==> src/rtl/nco_out_serializer_if.sv <==
// Bus between the NCO core, nco_out_serializer and the output terminal.
// Valid/ready: a sample moves on a rising edge where inValid && inReady; inReady never depends on inValid.
interface nco_out_serializer_if;
  logic        inValid;
  logic        inReady;
  logic [11:0] Xpar;
  logic [11:0] Ypar;
  logic        inInv;
  logic        Rdy;
  logic [1:0]  Xout;
  logic [1:0]  Yout;
  logic        ISout;
  logic        VldIn;
  logic        Ovf;
  logic        AckErr;

  modport master (
    output inValid, Xpar, Ypar, inInv, VldIn,
    input  inReady, Rdy, Xout, Yout, ISout, Ovf, AckErr
  );

  modport slave (
    input  inValid, Xpar, Ypar, inInv, VldIn,
    output inReady, Rdy, Xout, Yout, ISout, Ovf, AckErr
  );
endinterface

==> src/rtl/nco_out_serializer.sv <==
// NCO output serializer: one-entry sample buffer feeding a Rdy strobe plus six LSB-first dibits per word.
// Optional macro NCO_SER_OVERWRITE_EN: no backpressure, a new sample overwrites the buffer and sets Ovf.
module nco_out_serializer #(
  parameter int ACK_TIMEOUT = 15
) (
  input  logic                       clk,
  input  logic                       rst_n,
  nco_out_serializer_if.slave        bus,
  output logic [1:0]                 dbg_state
);
  typedef enum logic [1:0] {
    IDLE     = 2'd0,
    START    = 2'd1,
    SHIFT    = 2'd2,
    WAIT_ACK = 2'd3
  } state_t;

  localparam logic [7:0] TMO_LAST   = 8'(ACK_TIMEOUT - 1);
  localparam logic [2:0] LAST_DIBIT = 3'd5;

  state_t      state_q, state_d;
  logic        buf_full;
  logic [11:0] buf_x, buf_y;
  logic        buf_inv;
  logic [11:0] sh_x, sh_y;
  logic        is_q;
  logic [1:0]  xout_q, yout_q;
  logic [2:0]  cnt_q;
  logic [7:0]  tmo_q;
  logic        ackerr_q;
  logic        accept, pop, tmo_abort, shifting;

`ifdef NCO_SER_OVERWRITE_EN
  assign bus.inReady = rst_n;
`else
  assign bus.inReady = rst_n & ~buf_full;
`endif

  assign accept   = bus.inValid & bus.inReady;
  // Cycles whose following cycle presents a data dibit: START and SHIFT k=0..4.
  assign shifting = (state_q == START) || ((state_q == SHIFT) && (cnt_q != LAST_DIBIT));

  always_ff @(posedge clk) begin
    if (!rst_n) state_q <= IDLE;
    else        state_q <= state_d;
  end

  always_comb begin
    state_d   = state_q;
    pop       = 1'b0;
    tmo_abort = 1'b0;
    case (state_q)
      IDLE: begin
        if (buf_full) begin
          pop     = 1'b1;
          state_d = START;
        end
      end
      START:   state_d = SHIFT;
      SHIFT:   if (cnt_q == LAST_DIBIT) state_d = WAIT_ACK;
      WAIT_ACK: begin
        if (bus.VldIn) begin
          if (buf_full) begin
            pop     = 1'b1;
            state_d = START;
          end else begin
            state_d = IDLE;
          end
        end else if (tmo_q == TMO_LAST) begin
          tmo_abort = 1'b1;
          state_d   = IDLE;
        end
      end
      default: state_d = IDLE;
    endcase
  end

  always_ff @(posedge clk) begin
    if (!rst_n) begin
      buf_full <= 1'b0;
      buf_x    <= '0;
      buf_y    <= '0;
      buf_inv  <= 1'b0;
      sh_x     <= '0;
      sh_y     <= '0;
      is_q     <= 1'b0;
      xout_q   <= '0;
      yout_q   <= '0;
      cnt_q    <= '0;
      tmo_q    <= '0;
      ackerr_q <= 1'b0;
    end else begin
      if (accept) begin
        buf_x   <= bus.Xpar;
        buf_y   <= bus.Ypar;
        buf_inv <= bus.inInv;
      end
      buf_full <= accept | (buf_full & ~pop);

      // The shifter belongs to the frame in flight; only a pop reloads it.
      if (pop) begin
        sh_x <= buf_x;
        sh_y <= buf_y;
        is_q <= buf_inv;
      end else if (shifting) begin
        sh_x <= {2'b00, sh_x[11:2]};
        sh_y <= {2'b00, sh_y[11:2]};
      end

      xout_q <= shifting ? sh_x[1:0] : 2'b00;
      yout_q <= shifting ? sh_y[1:0] : 2'b00;

      cnt_q <= (state_q == SHIFT)    ? cnt_q + 3'd1 : 3'd0;
      tmo_q <= (state_q == WAIT_ACK) ? tmo_q + 8'd1 : 8'd0;

      if (tmo_abort) ackerr_q <= 1'b1;
    end
  end

`ifdef NCO_SER_OVERWRITE_EN
  logic ovf_q;

  // Accepting into a full buffer that is being popped the same cycle is a normal refill.
  always_ff @(posedge clk) begin
    if (!rst_n)                        ovf_q <= 1'b0;
    else if (accept & buf_full & ~pop) ovf_q <= 1'b1;
  end

  assign bus.Ovf = ovf_q;
`else
  assign bus.Ovf = 1'b0;
`endif

  assign bus.Rdy    = (state_q == START);
  assign bus.Xout   = xout_q;
  assign bus.Yout   = yout_q;
  assign bus.ISout  = is_q;
  assign bus.AckErr = ackerr_q;
  assign dbg_state  = state_q;
endmodule

==> src/flat_wrapper.sv <==
// flat-port wrapper written by rule: the top's interface ports become plain ports
module nco_out_serializer_flat 
#(
  parameter int ACK_TIMEOUT = 15
)
  (clk, rst_n, dbg_state, bus_inValid, bus_Xpar, bus_Ypar, bus_inInv, bus_VldIn, bus_inReady, bus_Rdy, bus_Xout, bus_Yout, bus_ISout, bus_Ovf, bus_AckErr);
  nco_out_serializer_if bus_i ();
  input  logic clk;
  input  logic rst_n;
  output logic [1:0] dbg_state;
  input wire logic [$bits(bus_i.inValid)-1:0] bus_inValid;
  input wire logic [$bits(bus_i.Xpar)-1:0] bus_Xpar;
  input wire logic [$bits(bus_i.Ypar)-1:0] bus_Ypar;
  input wire logic [$bits(bus_i.inInv)-1:0] bus_inInv;
  input wire logic [$bits(bus_i.VldIn)-1:0] bus_VldIn;
  output wire logic [$bits(bus_i.inReady)-1:0] bus_inReady;
  output wire logic [$bits(bus_i.Rdy)-1:0] bus_Rdy;
  output wire logic [$bits(bus_i.Xout)-1:0] bus_Xout;
  output wire logic [$bits(bus_i.Yout)-1:0] bus_Yout;
  output wire logic [$bits(bus_i.ISout)-1:0] bus_ISout;
  output wire logic [$bits(bus_i.Ovf)-1:0] bus_Ovf;
  output wire logic [$bits(bus_i.AckErr)-1:0] bus_AckErr;
  assign bus_i.inValid = bus_inValid;
  assign bus_i.Xpar = bus_Xpar;
  assign bus_i.Ypar = bus_Ypar;
  assign bus_i.inInv = bus_inInv;
  assign bus_i.VldIn = bus_VldIn;
  assign bus_inReady = bus_i.inReady;
  assign bus_Rdy = bus_i.Rdy;
  assign bus_Xout = bus_i.Xout;
  assign bus_Yout = bus_i.Yout;
  assign bus_ISout = bus_i.ISout;
  assign bus_Ovf = bus_i.Ovf;
  assign bus_AckErr = bus_i.AckErr;
  nco_out_serializer #(.ACK_TIMEOUT(ACK_TIMEOUT)) u_core (.clk(clk), .rst_n(rst_n), .bus(bus_i), .dbg_state(dbg_state));
endmodule
==> config.mk <==
export PLATFORM = sky130hd
export DESIGN_NAME = nco_out_serializer_flat
export DESIGN_NICKNAME = d
export VERILOG_FILES = /design/src/rtl/nco_out_serializer_if.sv /design/src/rtl/nco_out_serializer.sv /design/src/flat_wrapper.sv
export SDC_FILE = /design/constraint.sdc
export NUM_CORES = 1
export LEC_CHECK = 0
export ABC_AREA = 1
export BUFFER_PORTS_ARGS = -buffer_cell sky130_fd_sc_hd__clkbuf_2
export CAP_MARGIN = 10
export CORE_ASPECT_RATIO = 1.25
export CORE_MARGIN = 2
export CORE_UTILIZATION = 40
export DETAILED_ROUTE_END_ITERATION = 16
export PLACE_DENSITY = 0.62
export SETUP_SLACK_MARGIN = 0.2
export SKIP_CTS_REPAIR_TIMING = 1
export SLEW_MARGIN = 15
export SYNTH_ARGS = -nofsm -noshare
export SYNTH_HDL_FRONTEND = slang
export SYNTH_SLANG_ARGS = --single-unit
==> constraint.sdc <==
create_clock -name clk -period 1.6 [get_ports clk]
set_clock_uncertainty 0.2 [all_clocks]
set_input_delay 0.32 -clock clk [delete_from_list [all_inputs] [get_ports clk]]
set_output_delay 0.32 -clock clk [all_outputs]
set_load 0.02 [all_outputs]
==> out/qor.csv, run 1 <==
metric,value,unit
outcome,"finished, violations left",
violations,"negative hold slack, negative setup slack",
synth_area_leader_cell,dfxtp_1,
gp_congestion,0.861,
cpMostUsedCell,buf_6,
min_path_type,in2reg,
grt_antenna_before_repair,0,
layout-drive-gt1-share,0.247,
cpPeakStageDelay,0.37,ns
setup_ws,-0.0541,ns
dp_cells,487,
hold_ws,-0.0297,ns
grt_pass1_wl,9800,um
insertion_delay,0.35,ns
die_area,7810,um^2
die_h,98.3,um
synth_fa_ha_area_frac,0.0440,
ys_seq_area_frac,0.485,
rsz0062_at_grt,true,
final_cells,519,
path_max_fanout,4,
cp-end-kind,primary output,
yosys.area_share.xor_xnor,0.00308,
syn_to_final_growth,30.5,%
final_cell_mix,"84 x nand2_1, 66 x dfxtp_1, 34 x nand3_1, 32 x clkbuf_2, 30 x o21ai_0",
final_util,0.536,
wl_per_cell,11.2,um
synth_area_leaders,"dfxtp_1 49%, nand2_1 12%, nand3_1 6.2%, o21ai_0 5.3%, ha_1 4.4%",
cp-start-kind,flop,
cts_max_level,3,
grt-ovfl-total,0,
synth.top_cell.area_share,0.485,
leakage,1.49,nW
dr.pass1.iters,4,
cts.clk_slew.worst_paths,0.08,ns
place_hpwl,4020,um
cp_top_family,flip-flops,
drtIter0Drc,97,
viasPerCell,4.78,
cts_tree,done,
synth_edf_count,0,
crit_buf_inv,2,
ys.flop_type,dfxtp_1,
slowest_stage,dfxtp_4,
fp.coreArea,6930,um^2
cts-root-buf,clkbuf_8,
avgSynthCellArea,7.82,um^2
powerDensity,1460,nW/um^2
synth_mux_area_frac,0,
fmax,605,MHz
clock_sinks,69,
syn_area,2850,um^2
synth.distinct_cells,30,
grt_usage,0.159,
synth.ff_latch_count,69,
ios,40,
slew_viol_final,0,
cts_buffers,9,
detail-route-antenna-nets,0,
insertedDiodeCount,0,
die_x,79.5,um
fp-row-count,34,
arrival,1.13,ns
period_share,1.03,
synth_top_family_by_area,simple AND/OR/NAND/NOR gates,
grt_pass1_vias,2246,
setup_viol_count_final,14,
synth_compound_gate_area_share,0.152,
syn_nets,403,
drv_cap,0,
synthCells,364,
clock_path_buffers,2,
numPortBuffers,38,
finalCriticalPeriod,1.65,ns
routed_wl,5800,um
vdd_ir_drop_max,0.572,mV
initial_core_util,0.411,
hold_violations,8,
yosys.area_share.simple,0.231,
pre_cts_slack,-0.0827,ns
required,1.08,ns
grt_max_degree,24,
route.detailed.drc,0,
critical_path_class,reg2out,
crit_chain,"buf_6, ha_4, buf_6",
synthArstFlopShare,0,
mostFrequentLayoutCell,nand2_1,
fin_nets,463,
ys_warn_count,0,
vias,2480,
[per-layer routing]
layer,routed length [um],GRT usage,vias up
met5,0,0,-
met4,121,0.0756,0
met3,232,0.0481,10
met2,2740,0.248,34
met1,2700,0.200,1118
li1,-,-,1318
[per-stage QoR]
stage                     TNS (ns)  cell area (um^2)  total power, mW  hold WS (ns)
after global routing         -1.84              3710             5.77       0.00271
after global placement      -0.126              3220             3.70         0.224
after floorplan                  0              2910             3.32         0.209
final                       -0.271              3710             5.42       -0.0297
after CTS                   -0.684              3430             5.17       -0.0451
after detailed placement    -0.363              3220             3.74         0.229
[final cells by class]
| cell class | instances | area [um^2] |
|---|---|---|
| clock inverter | 2 | 11.3 |
| timing repair inverter | 1 | 8.76 |
| sequential | 69 | 1390 |
| tap | 90 | 113 |
| inverter | 33 | 149 |
| clock buffer | 14 | 194 |
| multi-input combinational | 243 | 1340 |
| timing repair buffer | 67 | 513 |
| fill | 667 | 3220 |
[worst reg2reg max path: cells and delay by family, from the launching register on]
kind / cells / cell delay [ns]
compound gates: 2 / 0.22
fa+ha+maj: 1 / 0.24
buf+inv: 2 / 0.21
flops: 1 / 0.39
simple gates: 3 / 0.32
[path summary, 6_finish.rpt]
kind	slack, ns	cells past startpoint	endpoint	from
setup / recovery	-0.05	3	bus_Rdy	u_core.dbg_state[0]
hold / removal	-0.03	3	u_core.buf_y[2]	bus_Ypar[2]
setup reg to reg	-0.04	8	u_core.sh_x[8]	u_core.dbg_state[1]
hold reg to reg	0.23	2	u_core.bus.Xout[0]	u_core.sh_x[0]
[cell usage after synthesis, types with 6 or more instances]
cell       n
dfxtp_1   69
a31oi_1   10
nor2_1    18
o21ai_1    8
nand2_1   89
ha_1      10
a21oi_1   19
buf_2      8
inv_1     28
o21ai_0   30
nand3_1   35
o211ai_1   6
[sequential cells by signal (all words and copies together) (netlist names), 2 cells and up]
register / flops
u_core.dbg_state: 2
u_core.sh_x: 12
u_core.sh_y: 12
u_core.cnt_q: 3
u_core.buf_x: 12
u_core.bus.Yout: 2
u_core.bus.Xout: 2
u_core.tmo_q: 8
u_core.buf_y: 12
[where the power goes]
part	internal (mW)	switching (mW)	leakage, nW
clock	0.784	0.630	0.108
sequential	1.95	0.142	0.564
combinational	0.805	1.11	0.821
[cell families (layout without fill, tap and decap cells)]
group                      Yosys count  in the layout
other                                1              1
buffers and inverters               52            117
DFF                                 69             69
and+or+nand+nor                    154            154
adders and majority gates           10             10
AOI/OAI and AO/OA                   77             77
xor gates and xnor gates             1              1
No activity file was read; power rests on OpenSTA's default activity.
==> run 2: changes to the inputs <==
BUFFER_PORTS_ARGS = -buffer_cell sky130_fd_sc_hd__buf_2   (was -buffer_cell sky130_fd_sc_hd__clkbuf_2)
CORE_MARGIN = 8   (was 2)
==> run 2 against run 1 <==
The run still ends with negative hold slack, negative setup slack left. Critical path depth did not move. Final cell count rose by 1.9%. Core utilization rose by 0.88 points. Highest routed layer unchanged. Critical path type unchanged. Fmax barely moved. Register-to-register slack barely moved. Setup slack improved by 0.00068 ns. Clock-buffer cell count fell by 4. First-iteration DRC count rose by 72%. Wire length rose by 8.4%.
==> out/qor.csv, run 2 (synthesis gave the netlist of run 1 again) <==
metric,value,unit,change
fp.coreArea,6930,um^2,unchanged
r2r-start,u_core.dbg_state[0],,
hold_violations,3,,-5
min_path_type,in2reg,,
crit_path_start,u_core.dbg_state[0],,
insertedDiodeCount,0,,unchanged
vias,2562,,+3.3%
cts.clk_slew.worst_paths,0.07,ns,about the same
worstReg2RegEnd,u_core.sh_y[5],,
numPortBuffers,38,,unchanged
final.fill_count,654,,-1.9%
ios,40,,unchanged
slowest_stage,dfxtp_4,,
cts_buffers,9,,unchanged
fmax,605,MHz,about the same
insertion_delay,0.34,ns,about the same
final_cell_mix,"85 x nand2_1, 65 x dfxtp_1, 33 x buf_2, 32 x nand3_1, 30 x o21ai_0",,
critical_path_class,reg2out,,
grt_max_degree,26,,+8.3%
syn_to_final_growth,32.7,%,
wl_per_cell,11.9,um,+6.3%
path_max_fanout,6,,+2
pre_cts_slack,-0.0426,ns,+0.0401 ns
drv_cap,0,,unchanged
fin_setup_tns,-0.129,ns,+0.142 ns
gp_congestion,0.799,,-7.2%
hold_ws,-0.0177,ns,+0.0120 ns
grt_pass1_wl,9800,um,unchanged
die_x,91.5,um,+15%
dp_cells,489,,+0.41%
multi_input_area,1360,um^2,+1.8%
drtIter0Drc,167,,+72%
powerDensity,1410,nW/um^2,-3.5%
ff2ff_setup_slack,-0.03,ns,about the same
grt-ovfl-total,0,,unchanged
dr.pass1.iters,4,,unchanged
cp-start-kind,flop,,
cpPeakStageDelay,0.38,ns,about the same
arrival,1.13,ns,about the same
mostFrequentLayoutCell,nand2_1,,
fin_nets,473,,+2.2%
viasPerCell,4.84,,+1.4%
final_cells,529,,+1.9%
initial_core_util,0.411,,unchanged
die_area,10100,um^2,+29%
layout-drive-gt1-share,0.264,,+0.0172
grt_pass1_vias,2259,,+0.58%
vdd_ir_drop_max,0.624,mV,+9.2%
leakage,1.53,nW,+2.2%
cts-root-buf,clkbuf_8,,
cts_tree,done,,
die_h,110,um,+12%
required,1.08,ns,about the same
grt_usage,0.122,,-0.0375
endpoint,bus_Rdy,,
violations,"negative hold slack, negative setup slack",,
clock_path_buffers,2,,unchanged
cp-end-kind,primary output,,
cts_max_level,3,,unchanged
route.detailed.drc,0,,unchanged
rsz0062_at_grt,true,,
clock_sinks,69,,unchanged
outcome,"finished, violations left",,
detail-route-antenna-nets,0,,unchanged
finalCriticalPeriod,1.65,ns,-0.000680 ns
routed_wl,6280,um,+8.4%
slew_viol_final,0,,unchanged
seq_area,1390,um^2,+0.27%
crit_chain,"buf_6, ha_4, buf_6",,
grt_antenna_before_repair,0,,unchanged
period_share,1.03,,about the same
setup_ws,-0.0534,ns,+0.000680 ns
setup_viol_count_final,7,,-7
r2r_cells,7,,-1
cpMostUsedCell,buf_6,,
fp-row-count,34,,unchanged
place_hpwl,4290,um,+6.8%
run 2: cell count changes in the layout (fill, tap and decap cells not counted), moves of 3 or more:
cell / change
nand2_4: +3
buf_6: +8
dlygate4sd3_1: +4
buf_2: +33
clkbuf_2: -32
run 2: worst min-delay path by stage:
stage / start / depth (start not counted) / slack, ns / end
2_1_floorplan: u_core.sh_x[0] / 2 / 0.21 / u_core.bus.Xout[0]
3_3_place_gp: u_core.sh_x[0] / 2 / 0.22 / u_core.bus.Xout[0]
3_5_place_dp: u_core.sh_x[1] / 2 / 0.23 / u_core.bus.Xout[1]
4_1_cts: bus_Xpar[0] / 3 / -0.04 / u_core.buf_x[0]
5_1_grt: bus_Xpar[5] / 3 / 0.001 / u_core.buf_x[5]
6_report: bus_Xpar[5] / 3 / -0.02 / u_core.buf_x[5]
run 2: worst max-delay path, delay by kind of cell (launching register included):
kind | cells | cell delay (ns)
adder cells (fa/ha/maj) | 1 | 0.17
buffers and inverters | 2 | 0.25
flip-flops | 1 | 0.38
run 2: per-layer routing:
layer  routed length (um)  up-vias  GRT usage
met5                    0        -          0
met4                  104        0     0.0668
met3                  209        7     0.0393
met2                 3010       49      0.204
met1                 2960     1159      0.136
li1                     -     1347          -
run 2: per-stage QoR:
stage          cell area, um^2  utilization  power (mW)  hold WS [ns]
6_report                  3780        0.545        5.32       -0.0177
4_1_cts                   3390        0.488        4.92       -0.0391
3_5_place_dp              3210        0.463        3.66         0.226
2_1_floorplan             2910            -        3.32         0.209
3_3_place_gp              3210        0.463        3.64         0.222
5_1_grt                   3780        0.545        5.68       0.00113
run 2: area by class of cell:
cell class,count,share of cell area
Clock buffer,10,0.0364
Clock inverter,6,0.00994
Inverter,33,0.0374
Multi-Input combinational cell,245,0.360
Sequential cell,69,0.369
Tap cell,90,0.0298
Timing Repair Buffer,76,0.157
run 2: power by group:
| part | total [mW] | leakage, nW | internal (mW) | switching [mW] |
|---|---|---|---|---|
| Sequential | 2.11 | 0.565 | 1.95 | 0.155 |
| Combinational | 1.96 | 0.868 | 0.856 | 1.11 |
| Clock | 1.25 | 0.0924 | 0.599 | 0.647 |
| Total | 5.32 | 1.53 | 3.41 | 1.91 |
==> run 3: changes to the inputs <==
RECOVER_POWER = 50   (was default)
==> run 3 against run 2 <==
The run still ends with negative hold slack, negative setup slack left. Register-to-register slack about the same. Sequential share of layout area up 0.086 points. Flip-flop and latch count unchanged. Non-clock buffer count did not move. First-iteration DRC count shrank 1.2%. Critical path type unchanged.
==> out/qor.csv, run 3 (synthesis gave the netlist of run 1 again) <==
metric,value,unit,change
gp_congestion,0.799,,unchanged
drv_cap,0,,unchanged
grt_max_degree,26,,unchanged
r2r_cells,7,,unchanged
mostFrequentLayoutCell,nand2_1,,
top_layer,met4,,
viasPerCell,4.85,,+0.12%
fp-row-count,34,,unchanged
insertedDiodeCount,0,,unchanged
setup_viol_count_final,8,,+1
detail-route-antenna-nets,0,,unchanged
cts_max_level,3,,unchanged
vias,2565,,+0.12%
final_cell_mix,"85 x nand2_1, 65 x dfxtp_1, 33 x buf_2, 32 x nand3_1, 30 x o21ai_0",,
crit_chain,"buf_6, ha_4, buf_6",,
die_h,110,um,unchanged
worstReg2RegEnd,u_core.sh_y[5],,
grt-ovfl-total,0,,unchanged
cp-end-kind,primary output,,
min-delay-start,bus_Xpar[5],,
rsz0062_at_grt,true,,
vdd_ir_drop_max,0.618,mV,-1.0%
critical_path_class,reg2out,,
hold_violations,3,,unchanged
outcome,"finished, violations left",,
cts_buffers,9,,unchanged
cts_tree,done,,
grt_pass1_wl,9800,um,unchanged
grt_pass1_vias,2259,,unchanged
final_util,0.543,,-0.00126
wl_met1,2970,um,+0.27%
drtIter0Drc,165,,-1.2%
place_hpwl,4290,um,unchanged
slowest_stage,dfxtp_4,,
hold_ws,-0.0182,ns,-0.000496 ns
holdPathStages,3,,unchanged
route.detailed.drc,0,,unchanged
finalCriticalPeriod,1.65,ns,+0.000935 ns
wl_per_cell,11.9,um,+0.19%
required,1.08,ns,about the same
path_max_fanout,6,,unchanged
initial_core_util,0.411,,unchanged
cts-root-buf,clkbuf_8,,
cpMostUsedCell,buf_6,,
hold-path-endpoint,u_core.buf_x[5],,
setup_ws,-0.0543,ns,-0.000935 ns
clock_sinks,69,,unchanged
wl_met3,210,um,+0.48%
grt_antenna_before_repair,0,,unchanged
die_area,10100,um^2,unchanged
violations,"negative hold slack, negative setup slack",,
period_share,1.03,,about the same
leakage,1.52,nW,-0.17%
grt_usage,0.122,,unchanged
powerDensity,1410,nW/um^2,about the same
fmax,604,MHz,about the same
pre_cts_slack,-0.0426,ns,unchanged
die_x,91.5,um,unchanged
fin_nets,473,,unchanged
cp-start-kind,flop,,
syn_to_final_growth,32.4,%,
numPortBuffers,38,,unchanged
final.fill_count,657,,+0.46%
multi_input_area,1360,um^2,-0.37%
clock_path_buffers,2,,unchanged
layout-drive-gt1-share,0.257,,-0.00683
dr.pass1.iters,4,,unchanged
min_path_type,in2reg,,
routed_wl,6290,um,+0.19%
cts.clk_slew.worst_paths,0.07,ns,about the same
slew_viol_final,0,,unchanged
r2r-start,u_core.dbg_state[0],,
ios,40,,unchanged
fp.coreArea,6930,um^2,unchanged
wl_met2,3010,um,about the same
seq_area,1390,um^2,unchanged
ff2ff_setup_slack,-0.04,ns,about the same
cpPeakStageDelay,0.38,ns,about the same
insertion_delay,0.34,ns,about the same
arrival,1.13,ns,about the same
==> run 3: how the worst max path moves through the flow <==
stage / slack (ns) / end / cells past startpoint / start
2_1_floorplan: 0.05 / u_core.sh_y[2] / 8 / u_core.dbg_state[0]
3_3_place_gp: -0.0008 / u_core.sh_y[2] / 8 / u_core.dbg_state[0]
3_5_place_dp: -0.04 / u_core.sh_y[2] / 8 / u_core.dbg_state[0]
4_1_cts: -0.13 / bus_Rdy / 3 / u_core.dbg_state[0]
5_1_grt: -0.10 / u_core.sh_y[1] / 7 / u_core.dbg_state[0]
6_report: -0.05 / bus_Rdy / 3 / u_core.dbg_state[0]
==> run 3: layout make-up <==
class / instances / share of cell area
Tap cell: 90 / 0.0299
Multi-Input combinational cell: 245 / 0.360
Clock inverter: 6 / 0.00996
Sequential cell: 69 / 0.370
Timing Repair Buffer: 76 / 0.156
Inverter: 33 / 0.0375
Clock buffer: 10 / 0.0365
==> run 3: stage by stage <==
stage          cell area [um^2]  power, mW  cells    TNS, ns
6_report                   3770       5.31    529     -0.156
5_1_grt                    3770       5.67    529      -2.25
4_1_cts                    3390       4.92    505     -0.421
3_5_place_dp               3210       3.66    489     -0.201
3_3_place_gp               3210       3.64    489  -0.000842
2_1_floorplan              2910       3.32    364          0
==> run 3: power breakdown <==
group	switching (mW)	internal [mW]
Clock	0.648	0.599
Combinational	1.11	0.844
Sequential	0.153	1.95
Total	1.91	3.40
==> run 3: per-layer routing <==
metal  track usage  vias up
met5             0        -
met2         0.204       50
met1         0.136     1163
met4        0.0668        0
met3        0.0393        7
li1              -     1345
==> run 3: worst max-delay path: cells and delay by family (launching register included) <==
family | cells | cell delay [ns]
DFF | 1 | 0.38
adders and majority gates | 1 | 0.17
buffers and inverters | 2 | 0.25
